## src/rtl/blc_line_sequencer.sv

```systemverilog
// Line-level sequencer for black-level correction: pixel phase decoding, black triplet
// marking, settle/reference handshake and drain of buffered active pixels.
module blc_line_sequencer #(
    parameter int unsigned DATA_WIDTH  = 8,
    parameter int unsigned HDR         = 1,
    parameter int unsigned BPN_L       = 150,
    parameter int unsigned READ_PIXEL  = 16,
    parameter int unsigned BPN_R       = 150,
    parameter int unsigned SETTLE_CYC  = 4,
    parameter int unsigned REF_TIMEOUT = 1023
) (
    input  logic clk,
    input  logic rst,
    input  logic i_valid,
    output logic black_en,
    output logic active_en,
    output logic trio_last,
    output logic acc_clr,
    output logic ref_start,
    input  logic ref_valid,
    input  logic rd_ready,
    output logic rd_en,
    output logic rd_last,
    output logic busy,
    input  logic err_clr,
    output logic err_overrun,
    output logic err_timeout
);

    localparam int unsigned LINE_LEN = HDR + BPN_L + READ_PIXEL + BPN_R;

    localparam logic [15:0] L_BLK_L0   = 16'(HDR);
    localparam logic [15:0] L_ACT0     = 16'(HDR + BPN_L);
    localparam logic [15:0] L_BLK_R0   = 16'(HDR + BPN_L + READ_PIXEL);
    localparam logic [15:0] L_END      = 16'(LINE_LEN);
    localparam logic [15:0] L_LAST     = 16'(LINE_LEN - 1);
    localparam logic [15:0] L_SET_LAST = 16'(SETTLE_CYC - 1);
    localparam logic [15:0] L_TO_LAST  = 16'(REF_TIMEOUT - 1);
    localparam logic [15:0] L_RD_LAST  = 16'(READ_PIXEL - 1);

    if (DATA_WIDTH == 0 || READ_PIXEL == 0 || SETTLE_CYC == 0 || REF_TIMEOUT == 0)
    begin : g_param_check
        $error("blc_line_sequencer: zero-sized parameter");
    end

    typedef enum logic [2:0] {
        S_IDLE,
        S_CAPTURE,
        S_SETTLE,
        S_WAIT_REF,
        S_DRAIN
    } state_t;

    state_t      r_state;
    logic [15:0] r_pix_cnt;
    logic [15:0] r_rd_cnt;
    logic [15:0] r_tmr;
    logic [1:0]  r_grp_cnt;
    logic        r_ref_start;
    logic        r_busy;
    logic        r_err_ovr;
    logic        r_err_to;

    logic        w_capturing;
    logic        w_cap;
    logic [15:0] w_p;
    logic        w_blk;
    logic        w_act;
    logic        w_region_start;
    logic [1:0]  w_grp;
    logic        w_ovr_set;
    logic        w_to_set;

    always_comb begin
        w_capturing    = (r_state == S_IDLE) || (r_state == S_CAPTURE);
        w_cap          = i_valid && !rst && w_capturing;
        // The IDLE pixel is always p=0; pix_cnt only holds the index once capturing.
        w_p            = (r_state == S_IDLE) ? '0 : r_pix_cnt;
        w_blk          = ((w_p >= L_BLK_L0) && (w_p < L_ACT0)) ||
                         ((w_p >= L_BLK_R0) && (w_p < L_END));
        w_act          = (w_p >= L_ACT0) && (w_p < L_BLK_R0);
        w_region_start = (w_p == L_BLK_L0) || (w_p == L_BLK_R0);
        w_grp          = w_region_start ? '0 : r_grp_cnt;
        black_en       = w_cap && w_blk;
        active_en      = w_cap && w_act;
        trio_last      = black_en && (w_grp == 2'd2);
        acc_clr        = w_cap && (r_state == S_IDLE);
        rd_en          = !rst && (r_state == S_DRAIN) && rd_ready;
        rd_last        = rd_en && (r_rd_cnt == L_RD_LAST);
        w_ovr_set      = i_valid && !w_capturing;
        w_to_set       = (r_state == S_WAIT_REF) && !ref_valid && (r_tmr == L_TO_LAST);
    end

    always_ff @(posedge clk or posedge rst) begin
        if (rst) begin
            r_state     <= S_IDLE;
            r_pix_cnt   <= '0;
            r_rd_cnt    <= '0;
            r_tmr       <= '0;
            r_grp_cnt   <= '0;
            r_ref_start <= 1'b0;
            r_busy      <= 1'b0;
            r_err_ovr   <= 1'b0;
            r_err_to    <= 1'b0;
        end else begin
            r_ref_start <= 1'b0;
            if (black_en)
                r_grp_cnt <= (w_grp == 2'd2) ? '0 : w_grp + 2'd1;

            case (r_state)
                S_IDLE: begin
                    if (i_valid) begin
                        r_busy <= 1'b1;
                        if (L_LAST == '0) begin
                            r_state   <= S_SETTLE;
                            r_pix_cnt <= '0;
                            r_tmr     <= '0;
                        end else begin
                            r_state   <= S_CAPTURE;
                            r_pix_cnt <= 16'd1;
                        end
                    end
                end
                S_CAPTURE: begin
                    if (i_valid) begin
                        if (r_pix_cnt == L_LAST) begin
                            r_state   <= S_SETTLE;
                            r_pix_cnt <= '0;
                            r_tmr     <= '0;
                        end else begin
                            r_pix_cnt <= r_pix_cnt + 16'd1;
                        end
                    end
                end
                S_SETTLE: begin
                    if (r_tmr == L_SET_LAST) begin
                        r_ref_start <= 1'b1;
                        r_state     <= S_WAIT_REF;
                        r_tmr       <= '0;
                    end else begin
                        r_tmr <= r_tmr + 16'd1;
                    end
                end
                S_WAIT_REF: begin
                    if (ref_valid) begin
                        r_state  <= S_DRAIN;
                        r_rd_cnt <= '0;
                    end else if (w_to_set) begin
                        r_state <= S_IDLE;
                        r_busy  <= 1'b0;
                        r_tmr   <= '0;
                    end else begin
                        r_tmr <= r_tmr + 16'd1;
                    end
                end
                S_DRAIN: begin
                    if (rd_en) begin
                        if (rd_last) begin
                            r_state  <= S_IDLE;
                            r_busy   <= 1'b0;
                            r_rd_cnt <= '0;
                        end else begin
                            r_rd_cnt <= r_rd_cnt + 16'd1;
                        end
                    end
                end
                default: begin
                    r_state <= S_IDLE;
                    r_busy  <= 1'b0;
                end
            endcase

            // Sticky flags: a new event wins over a simultaneous clear.
            if (w_ovr_set)    r_err_ovr <= 1'b1;
            else if (err_clr) r_err_ovr <= 1'b0;
            if (w_to_set)     r_err_to  <= 1'b1;
            else if (err_clr) r_err_to  <= 1'b0;
        end
    end

    assign ref_start   = r_ref_start;
    assign busy        = r_busy;
    assign err_overrun = r_err_ovr;
    assign err_timeout = r_err_to;

endmodule

```

## config.mk

```make
export PLATFORM = sky130hd
export DESIGN_NAME = blc_line_sequencer
export DESIGN_NICKNAME = d
export VERILOG_FILES = /design/src/rtl/blc_line_sequencer.sv
export SDC_FILE = /design/constraint.sdc
export NUM_CORES = 1
export LEC_CHECK = 0
export CAP_MARGIN = 20
export CORE_MARGIN = 2
export CORE_UTILIZATION = 50
export CTS_CLUSTER_DIAMETER = 40
export CTS_CLUSTER_SIZE = 24
export DETAILED_ROUTE_END_ITERATION = 12
export GPL_ROUTABILITY_DRIVEN = 1
export PLACE_DENSITY = 0.68
export SYNTH_ARGS = -nofsm -noshare
export SYNTH_HDL_FRONTEND = slang
export SYNTH_SLANG_ARGS = --single-unit
export TNS_END_PERCENT = 10
```

## constraint.sdc

```tcl
create_clock -name clk -period 2.1 [get_ports clk]
set_input_delay 0.315 -clock clk [delete_from_list [all_inputs] [get_ports clk]]
set_output_delay 0.315 -clock clk [all_outputs]
set_load 0.005 [all_outputs]
```

# Word level (Yosys, flattened, before mapping)
# Index checks and enable logic that the tools add are counted.
dict set report classes {
  n_addsub 4
  n_lt_le_gt_ge 6
  n_eq_ne 21
  muxes 37
  bitwise_logic 1
  n_reduce_logical 33
}
# operator n
set op_table {}
lappend op_table {{16-bit two-way mux} 12}
lappend op_table {{16-bit case mux with 2 select lines} 2}
lappend op_table {{16-bit by 1-bit adder with 16-bit output (second input constant)} 3}
lappend op_table {{16-bit case mux with 3 select lines} 1}
lappend op_table {{16-bit by 8-bit greater-or-equal comparator with 1-bit output (second input constant)} 2}
lappend op_table {{16-bit by 8-bit < comparator with 1-bit output (second input constant)} 2}
lappend op_table {{3-bit two-way mux} 8}
lappend op_table {{16-bit by 1-bit equality test with 1-bit output (second input constant)} 1}
lappend op_table {{16-bit by 10-bit equality test with 1-bit output (second input constant)} 1}
lappend op_table {{16-bit by 2-bit equality test with 1-bit output (second input constant)} 1}
lappend op_table {{16-bit by 4-bit equality test with 1-bit output (second input constant)} 1}
lappend op_table {{16-bit by 8-bit equality test with 1-bit output (second input constant)} 1}
lappend op_table {{16-bit by 9-bit equality test with 1-bit output (second input constant)} 1}
lappend op_table {{16-bit by 1-bit greater-or-equal comparator with 1-bit output (second input constant)} 1}
lappend op_table {{16-bit by 9-bit < comparator with 1-bit output (second input constant)} 1}
lappend op_table {{2-bit inequality test (second input constant)} 8}
lappend op_table {{1-bit logical AND} 15}
lappend op_table {{3-bit case mux with 5 select lines} 1}
lappend op_table {{1-bit two-way mux} 10}
lappend op_table {{2-bit nonzero test} 4}
lappend op_table {{7-bit AND reduction} 1}
lappend op_table {{3-bit by 2-bit equality test with 1-bit output (second input constant)} 2}
lappend op_table {{3-bit AND reduction} 2}
lappend op_table {{6-bit AND reduction} 1}
lappend op_table {{other kinds (15)} 20}
dict set report word_totals {
  regBits 57
  inputBits 6
  out_inout_bits 10
  wordCells 111
}

# Depth between registers and ports, before layout
# Gate-level depths: netlist (run 1).
dict set report depth {
  word_depth 7
  mapped_depth 9
}

# Worst setup path after synthesis (run 1)
# No wires, ideal clock.
dict set report synth_path {
  kind {register to output}
  startpoint {register r_pix_cnt[12]}
  endpoint {output port trio_last}
  arrival_ns 1.791
  required_ns 1.785
  slack_ns -0.006
  stages_incl_launch_ff 7
  n_path_buf 0
  cell_sequence {dfrtp_1 > nor4_4 > nand2_2 > or3_4 > nor3_2 > o21ai_2 > nor4b_1}
}
dict set report synth_via {
  elab_chain_len 6
}
# item line
set synth_lines {}
lappend synth_lines {{start, declared} 55} ;# logic [15:0] r_pix_cnt;
lappend synth_lines {{start signal, assigned} 131} ;# r_pix_cnt <= r_pix_cnt + 16'd1;
lappend synth_lines {{16-bit two-way mux (*)} 78} ;# w_p = (r_state == S_IDLE) ? '0 : r_pix_cnt;
lappend synth_lines {{16-bit by 1-bit greater-or-equal comparator with 1-bit output (tied with other cells)} 79} ;# w_blk = ((w_p >= L_BLK_L0) && (w_p < L_ACT0)) ||
lappend synth_lines {{1-bit logical AND (tied with other cells)} 79}
lappend synth_lines {{1-bit logical OR or 2-bit two-way mux (tied branches)} {79, 83}}
lappend synth_lines {{1-bit logical AND or 2-bit equality test (tied branches)} {84, 86}}
lappend synth_lines {{1-bit logical AND (*)} 86} ;# trio_last = black_en && (w_grp == 2'd2);
lappend synth_lines {{end, declared} 17} ;# output logic trio_last,
# Every way passes the cells marked *; elsewhere a longest branch is shown, timed or not.

# Final worst setup path (run 1)
# Same ends and word-level chain as after synthesis.

==> results.cfg, run 1 <==
[status]
outcome = finished with violations
violations = design-rule violations, negative setup slack

[cells_and_area]
synthToLayoutAreaGrowth_pct = 27.5
drive_gt1_frac = 0.282
layout.cells.non_filler = 521
utilization = 0.664
diodes = 0
layout_commonest_cell = buf_4
final_cell_mix = 59 x buf_4, 56 x dfrtp_1, 40 x nor2_1
num-nets-final = 452

[logic_synthesis]
netlist_instances = 363
synth_xor_xnor_area_share = 0.0707
synth_warnings = 0
synth_cell_types = 66
synth_compound_area_frac = 0.132
syn_area_um2 = 3340
synth.avg_cell_area_um2 = 9.21
synth-edff-count = 0
synth-adder-area-share = 0.0187
ys_seq_area_frac = 0.427
ys.flop_type = dfrtp_1
ys_ff_latch = 57
yosys.area_share.simple = 0.310
synth_mux_area_frac = 0.00674
ys_async_sr_fraction = 1.00
synth_top_family_by_area = simple AND/OR/NAND/NOR gates
synth_fp_nets = 374

[clock_network]
numCtsBuffers = 9
clock_path_buffers = 2
cts_root_buf = clkbuf_8
clk_pin_slew_ns = 0.06
tritoncts = done
insertion_delay_ns = 0.33
htreeDepth = 3
holdBufCountCts = 0
cts.sinks = 57

[power]
power_density_nw_per_um2 = 605
power.static_leakage_nw = 1.97
pwr-share-comb = 0.197
power_w = 0.00258
vdd_drop_max_v = 0.000348
seqPwrFrac = 0.484
clkPwrFrac = 0.319
sw_frac_of_total = 0.286
power.switching_w = 0.000738
power.internal_w = 0.00184

[timing]
setup_violations = 5
worst_slew_pin_slew_ns = 0.503
fin_skew_ns = 0.00788
drv_slew = 0
slew_headroom = 0.664
hold_viol_final = 0
finalCriticalPeriod_ns = 2.51
finalCritPeriodShare = 1.20
rsz0062_at_grt = yes
holdWs_ns = 0.428
worst_slack_ns = -0.414
clock.fmax_mhz = 398

[worst_setup_path]
critical_path.startpoint_type = flop
crit_path_max_fanout = 2
cpPeakStageDelay_ns = 0.40
worstSetupPathType = reg2out
path_buf_inv = 2
crit_family = simple AND/OR/NAND/NOR gates
crit_chain = nor4_4 -> nand2_2 -> or3_4 -> nor3_4 -> o21ai_2 -> buf_4 -> nor4b_4 -> buf_2
critical_path.slowest_cell = dfrtp_1
required_ns = 1.78
end_kind = output port
worst_ep_arrival_time_ns = 2.20

[grt]
grt_usage = 0.234
antenna_found_initial = 0
overflow = 0
first_global_vias = 2949
grt_max_degree = 24
grt_pass1_wl_um = 13600

[detailed_routing]
final_antenna_net_count = 0
wl_per_cell_um = 14.8
drcViolationCount = 2
drtPass1Iterations = 8
wirelength_um = 7730
drt_iter0_markers = 110
num_vias = 2962
routed_via_density = 5.69

[hold_path]
hp-class = in2async

[die]
die_h_um = 85.8
rows = 29
io_pins = 16
die-area_um2 = 7360
coreArea_um2 = 6420
start_util = 0.521
fp.dieW_um = 85.8

[placed_design]
placedCellCount = 503
place_congestion = 0.804
hpwl_um = 5590
portBuffers = 15

[run]
cap_viol_max_count = 0
[registers in the layout (all words and copies together), names as in the netlist]
name and cells:
busy 1, err_timeout 1, r_state 3, ref_start 1
err_overrun 1, r_grp_cnt 2, r_rd_cnt 16, r_tmr 16
r_pix_cnt 16
[Yosys cell counts (2+ instances only)]
cell,count,area (um2)
dfrtp_1,57,1430
nor2_1,42,158
nand2_1,32,120
xor2_1,23,201
o21ai_0,22,110
nand3_1,18,90.1
nand4_1,16,100
a21oi_1,11,55.1
inv_1,10,37.5
nor3_1,10,50.1
and2_1,7,43.8
and3_1,7,43.8
and4_1,6,52.6
nand2b_1,6,37.5
buf_2,5,25.0
ha_1,5,62.6
nor3_2,5,50.1
o21bai_1,5,37.5
nor4_1,4,25.0
o31ai_1,4,30.0
or3_1,4,25.0
xnor2_1,4,35.0
a31oi_1,3,18.8
buf_4,3,22.5
o21ai_1,3,15.0
a22o_1,2,17.5
a22oi_1,2,15.0
clkbuf_1,2,7.51
mux2_1,2,22.5
nand4b_1,2,17.5
nor2b_1,2,12.5
nor4b_1,2,17.5
o21ai_2,2,17.5
or3_4,2,22.5
or3b_1,2,17.5
[layout make-up]
cell class / count / area, um2
fill: 533 / 2160
clock inverter: 4 / 22.5
multi-input combinational: 282 / 1900
clock buffer: 10 / 128
sequential: 57 / 1430
inverter: 11 / 41.3
tap: 77 / 96.3
timing repair buffer: 80 / 653
[repair_timing]
item                       4_1_cts  5_1_grt
buffers inserted                 5        0
hold endpoints to repair         0        0
resized for setup               36       10
pin swaps                       11        5
setup endpoints to repair       32       28
[final timing paths]
check | endpoint | depth (start not counted) | from | slack (ns)
min in group clk | err_overrun | 1 | err_overrun | 0.50
setup / recovery | trio_last | 8 | r_pix_cnt[12] | -0.41
max in group asynchronous | r_pix_cnt[0] | 3 | rst | 1.19
hold reg to reg | err_overrun | 1 | err_overrun | 0.50
hold / removal | r_rd_cnt[10] | 2 | rst | 0.43
setup reg to reg | r_tmr[12] | 9 | r_pix_cnt[0] | -0.06
[kinds of logic after synthesis]
kind of cell,count (synthesis)
xor+xnor,27
flops,57
fa+ha+maj,5
buf+inv,24
simple gates,182
compound gates,66
mux,2
[per-stage QoR]
stage	setup TNS, ns	cell area [um2]	setup WS, ns
6_report	-1.13	4260	-0.414
3_5_place_dp	-4.04	4000	-0.439
3_3_place_gp	-3.56	4000	-0.375
4_1_cts	-1.24	4220	-0.484
5_1_grt	-2.59	4260	-0.544
2_1_floorplan	0	3350	0.0542
[layer usage]
metal  vias up  global-route usage  share of wire
met5         -                   0              0
met1      1420               0.324           0.47
met3        14              0.0481          0.039
met4         0              0.0952          0.016
met2        69               0.363           0.47
li1       1459                   -              -
[power by group through the flow]
stage               logic, W  registers, W  clock network [W]
floorplan           0.000246       0.00125                  0
global placement    0.000437       0.00125                  0
detailed placement  0.000452       0.00126                  0
CTS                 0.000488       0.00124           0.000857
global route        0.000565       0.00125           0.000892
finish              0.000508       0.00125           0.000823
[worst register-to-register path: stages, from the launching register on]
cell	delay, ns
dfrtp_2	0.45
buf_4	0.17
inv_1	0.07
ha_1	0.16
and4bb_2	0.27
a41oi_4	0.16
nor2_4	0.21
nand3_2	0.14
or3_1	0.32
a21oi_1	0.14
(Power assumes the default switching activity.)
==> inputs of run 2 (changes only) <==
--- a/config.mk
+++ b/config.mk
@@ -6,6 +6,7 @@
 export NUM_CORES = 1
 export LEC_CHECK = 0
 export CAP_MARGIN = 20
+export CORE_ASPECT_RATIO = 0.9
 export CORE_MARGIN = 2
 export CORE_UTILIZATION = 50
 export CTS_CLUSTER_DIAMETER = 40
==> run 2 against run 1 <==
The flow finishes with violations (negative setup slack). Clock-buffer cell count up 3. Combinational power shrank 0.8%. Via count shrank 0.24%. Total power is 6.5% higher. First-iteration DRC count up 49%. Clock power increased by 21%. Clock skew is essentially flat. Worst setup slack better by 0.043 ns. Hold slack got worse by 0.049 ns. Sequential share of layout area down 0.55 points. Utilization up 0.081 points. Largest cell class unchanged.
==> results.cfg, run 2 (synthesis gave the netlist of run 1 again) <==
[power]
vdd_drop_max_v = 0.000503
clkPwrFrac = 0.363
power_density_nw_per_um2 = 634
power.static_leakage_nw = 2.03
power.switching_w = 0.000732
sw_frac_of_total = 0.267
power.internal_w = 0.00201
pwr-share-comb = 0.184
seqPwrFrac = 0.453

[cells_and_area]
num-nets-final = 455
layout_commonest_cell = buf_4
layout.cells.non_filler = 539
reg.largest.list = r_pix_cnt x16, r_rd_cnt x16, r_tmr x16
drive_gt1_frac = 0.281
final_cell_mix = 61 x buf_4, 57 x dfrtp_1, 40 x nor2_1
synthToLayoutAreaGrowth_pct = 29.6
diodes = 0

[placed_design]
hpwl_um = 5420
post-place-ws_ns = -0.438
placedCellCount = 515
place_congestion = 0.895
portBuffers = 15

[die]
io_pins = 16
fp.dieW_um = 90.2
start_util = 0.513
coreArea_um2 = 6520
die_h_um = 81.6
rows = 28
die-area_um2 = 7360

[detailed_routing]
drtPass1Iterations = 4
drcViolationCount = 0
wl_per_cell_um = 14.4
final_antenna_net_count = 0
num_vias = 2955
routed_via_density = 5.48
wirelength_um = 7740
drt_iter0_markers = 164

[timing]
fin_skew_ns = 0.00772
hold_viol_final = 0
worst_slack_ns = -0.371
fin_tns_setup_ns = -2.82
slew_headroom = 0.456
worst_slew_pin_slew_ns = 0.813
drv_slew = 0
rsz0062_at_grt = yes
finalCriticalPeriod_ns = 2.47
clock.fmax_mhz = 405
finalCritPeriodShare = 1.18
setup_violations = 21

[grt]
first_global_vias = 2846
antenna_found_initial = 0
grt_usage = 0.225
grt_pass1_wl_um = 13100
overflow = 0
grt_max_degree = 52
busiest_layer = met2
gr-usage-met1 = 0.299
gr-usage-met2 = 0.364
grt.met3_usage = 0.0615

[worst_setup_path]
critical_path.slowest_cell = or3_4
timing.rr.end = r_pix_cnt[5]
crit_path_max_fanout = 2
end_kind = output port
critical_path.startpoint_type = flop
crit_chain = nor4_4 -> nand2_2 -> or3_4 -> nor3_4 -> o21ai_2 -> nor4b_2 -> buf_2
worst_ep_arrival_time_ns = 2.16
crit_family = simple AND/OR/NAND/NOR gates
reg2reg_slack_ns = -0.16
regToRegStartpoint = r_pix_cnt[0]
cpPeakStageDelay_ns = 0.41
worstSetupPathType = reg2out
rr_worst_depth = 7
path_buf_inv = 1
required_ns = 1.78

[clock_network]
htreeDepth = 3
numCtsBuffers = 9
clk_pin_slew_ns = 0.07
tritoncts = done
cts.sinks = 57
cts_root_buf = clkbuf_8
insertion_delay_ns = 0.34
clock_path_buffers = 2

[status]
violations = negative setup slack
outcome = finished with violations

[hold_path]
hp-class = in2async

[run]
cap_viol_max_count = 0
## run 2: changes by cell type in the layout (fill, tap and decap cells not counted), moves of 2 or more
cell / delta
buf_4: +2
buf_6: +2
clkbuf_1: +2
o31ai_1: +2
o31ai_2: -2
## run 2: metal layers
layer	vias up	wire length, um
met1	1410	3770
li1	1471	-
met5	-	0
met3	11	346
met4	0	91
met2	63	3530
## run 2: per-stage QoR
stage                     instance area, um2  power, W   util  hold slack, ns
after CTS                               4250   0.00275  0.651           0.380
after global placement                  4000   0.00170  0.613           0.481
final                                   4330   0.00274  0.665           0.379
after detailed placement                4000   0.00172  0.613           0.479
after floorplan                         3350   0.00150      -           0.473
after global routing                    4330   0.00289  0.665           0.406
## run 2: what timing repair did
item | in CTS | in global routing
buffers inserted | 4 | 4
hold endpoints to repair | 0 | 0
resized for setup | 33 | 13
hold buffers | 0 | 0
setup endpoints to repair | 43 | 45
pin swaps | 11 | 6
## run 2: worst max path at each step
| stage | startpoint | endpoint | slack (ns) | depth (start not counted) |
|---|---|---|---|---|
| after detailed placement | r_pix_cnt[12] | trio_last | -0.44 | 7 |
| after global placement | r_pix_cnt[12] | trio_last | -0.37 | 7 |
| after CTS | r_pix_cnt[15] | trio_last | -0.42 | 7 |
| after floorplan | r_pix_cnt[12] | trio_last | 0.05 | 6 |
| after global routing | r_pix_cnt[12] | trio_last | -0.55 | 7 |
| final | r_pix_cnt[12] | trio_last | -0.37 | 7 |
## run 2: area by class of cell
cell class	instances	area [um2]
Clock inverter	3	40.0
Timing Repair Buffer	83	673
Sequential cell	57	1430
Fill cell	548	2180
Inverter	11	41.3
Tap cell	90	113
Multi-Input combinational cell	282	1890
Clock buffer	13	149
## run 2: worst register-to-register path, cell delays in order (launching register included)
cell	delay [ns]
dfrtp_1	0.43
buf_4	0.18
inv_1	0.07
ha_1	0.16
and4bb_2	0.29
a41oi_4	0.18
nor2_1	0.67
nor3_1	0.14
## run 2: power by group through the flow
stage / Sequential, W / Combinational [W] / Clock (W)
after floorplan: 0.00125 / 0.000246 / 0
after global placement: 0.00126 / 0.000445 / 0
after detailed placement: 0.00126 / 0.000456 / 0
after CTS: 0.00124 / 0.000486 / 0.00102
after global routing: 0.00125 / 0.000558 / 0.00108
final: 0.00124 / 0.000504 / 0.000996
==> inputs of run 3 (changes only) <==
==> constraint.sdc (replaced) <==
create_clock -name clk -period 2.1 [get_ports clk]
set_input_delay 0.42 -clock clk [delete_from_list [all_inputs] [get_ports clk]]
set_output_delay 0.42 -clock clk [all_outputs]
set_load 0.005 [all_outputs]
==> run 3 against run 2 <==
The flow still finishes with violations (negative setup slack). Die area stayed put. Utilization is 0.29 points higher. Flip-flop and latch count stayed put. Via count is 1.6% higher. Non-clock buffer count is 2 higher. Largest cell class unchanged. Largest power group unchanged.
==> results.cfg, run 3 (synthesis gave the netlist of run 1 again) <==
[timing]
slew_headroom = 0.664
finalCritPeriodShare = 1.22
fin_skew_ns = 0.0123
hold_viol_final = 0
holdWs_ns = 0.382
setup_violations = 6
clock.fmax_mhz = 392
drv_slew = 0
worst_slack_ns = -0.453
rsz0062_at_grt = yes
worst_slew_pin_slew_ns = 0.502
finalCriticalPeriod_ns = 2.55

[status]
violations = negative setup slack
outcome = finished with violations

[cells_and_area]
synthToLayoutAreaGrowth_pct = 30.1
num-nets-final = 457
drive_gt1_frac = 0.287
fill_cells = 550
diodes = 0
fin_area_um2 = 4350
layout_commonest_cell = buf_4
final_cell_mix = 64 x buf_4, 56 x dfrtp_1, 41 x nor2_1
reg.largest.list = r_pix_cnt x16, r_rd_cnt x16, r_tmr x16

[power]
vdd_drop_max_v = 0.000488
clkPwrFrac = 0.382
power_w = 0.00285
sw_frac_of_total = 0.258
pwr-share-comb = 0.180
power.internal_w = 0.00212
power.switching_w = 0.000734
power_density_nw_per_um2 = 655
seqPwrFrac = 0.438
power.static_leakage_nw = 2.01

[clock_network]
clk_pin_slew_ns = 0.07
cts.sinks = 57
tritoncts = done
htreeDepth = 3
clock_path_buffers = 2
numCtsBuffers = 9
insertion_delay_ns = 0.34
cts_root_buf = clkbuf_8

[worst_setup_path]
worst_ep_arrival_time_ns = 2.13
crit_family = simple AND/OR/NAND/NOR gates
critical_path.slowest_cell = or3_4
critical_path.startpoint_type = flop
crit_path_max_fanout = 2
end_kind = output port
worstSetupPathType = reg2out
cpPeakStageDelay_ns = 0.41
required_ns = 1.68
path_buf_inv = 1
crit_chain = nor4_4 -> nand2_2 -> or3_4 -> nor3_4 -> o21ai_2 -> nor4b_2 -> buf_2

[die]
die_h_um = 81.6
io_pins = 16
die-area_um2 = 7360
rows = 28
start_util = 0.513
fp.dieW_um = 90.2
coreArea_um2 = 6520

[grt]
antenna_found_initial = 0
grt_pass1_wl_um = 13800
overflow = 0
first_global_vias = 3006
grt_max_degree = 52
grt_usage = 0.234

[detailed_routing]
drtPass1Iterations = 4
num_vias = 3002
final_antenna_net_count = 0
drcViolationCount = 0
wl_per_cell_um = 14.6
drt_iter0_markers = 132
routed_via_density = 5.56
wirelength_um = 7910

[placed_design]
post-place-ws_ns = -0.519
place_congestion = 0.929
hpwl_um = 5570
dpl_cell_area_um2 = 4060
portBuffers = 15

[run]
cap_viol_max_count = 0

[hold_path]
hp-class = in2async
==> run 3: path summary, 6_finish.rpt <==
kind	start	end	slack, ns	depth (start not counted)
min reg2reg	err_overrun	err_overrun	0.51	1
max reg2reg	r_tmr[14]	r_tmr[2]	0	6
max	r_pix_cnt[15]	trio_last	-0.45	7
min	rst	r_pix_cnt[4]	0.38	2
max in group asynchronous	rst	r_tmr[12]	1.20	3
min in group clk	err_overrun	err_overrun	0.51	1
==> run 3: what timing repair did <==
action / 4_1_cts / 5_1_grt
resized for setup: 33 / 11
hold buffers: 0 / 0
setup endpoints to repair: 23 / 46
pin swaps: 9 / 4
setup buffers: 2 / 1
==> run 3: worst reg2reg max path: cells and delay by family, from the launching register on <==
kind	cells	cell delay [ns]
simple gates	3	0.97
compound gates	3	0.66
flops	1	0.38
==> run 3: layer usage <==
layer | global-route usage | vias to the layer above | routed length [um]
met2 | 0.395 | 61 | 3800
li1 | - | 1467 | -
met5 | 0 | - | 0
met4 | 0.0831 | 0 | 134
met1 | 0.291 | 1459 | 3720
met3 | 0.0679 | 15 | 256
==> run 3: area by class of cell <==
class / instances / area (um2) / area share
tap: 90 / 113 / 0.0259
inverter: 11 / 41.3 / 0.00949
multi-input combinational: 282 / 1870 / 0.431
clock inverter: 2 / 35.0 / 0.00805
timing repair buffer: 85 / 682 / 0.157
sequential: 57 / 1430 / 0.328
clock buffer: 13 / 179 / 0.0411
==> run 3: metrics by stage <==
| stage | utilization | TNS, ns | cells |
|---|---|---|---|
| final | 0.668 | -1.46 | 540 |
| after global routing | 0.668 | -3.13 | 540 |
| after CTS | 0.663 | -1.53 | 540 |
| after detailed placement | 0.623 | -5.27 | 523 |
| after global placement | 0.623 | -4.58 | 523 |
| after floorplan | - | -0.0184 | 363 |
==> run 3: power by group through the flow <==
stage	Clock (W)	Sequential (W)	Combinational (W)
floorplan	0	0.00125	0.000246
global placement	0	0.00126	0.000458
detailed placement	0	0.00126	0.000469
CTS	0.00112	0.00124	0.000500
global route	0.00118	0.00126	0.000565
finish	0.00109	0.00125	0.000513
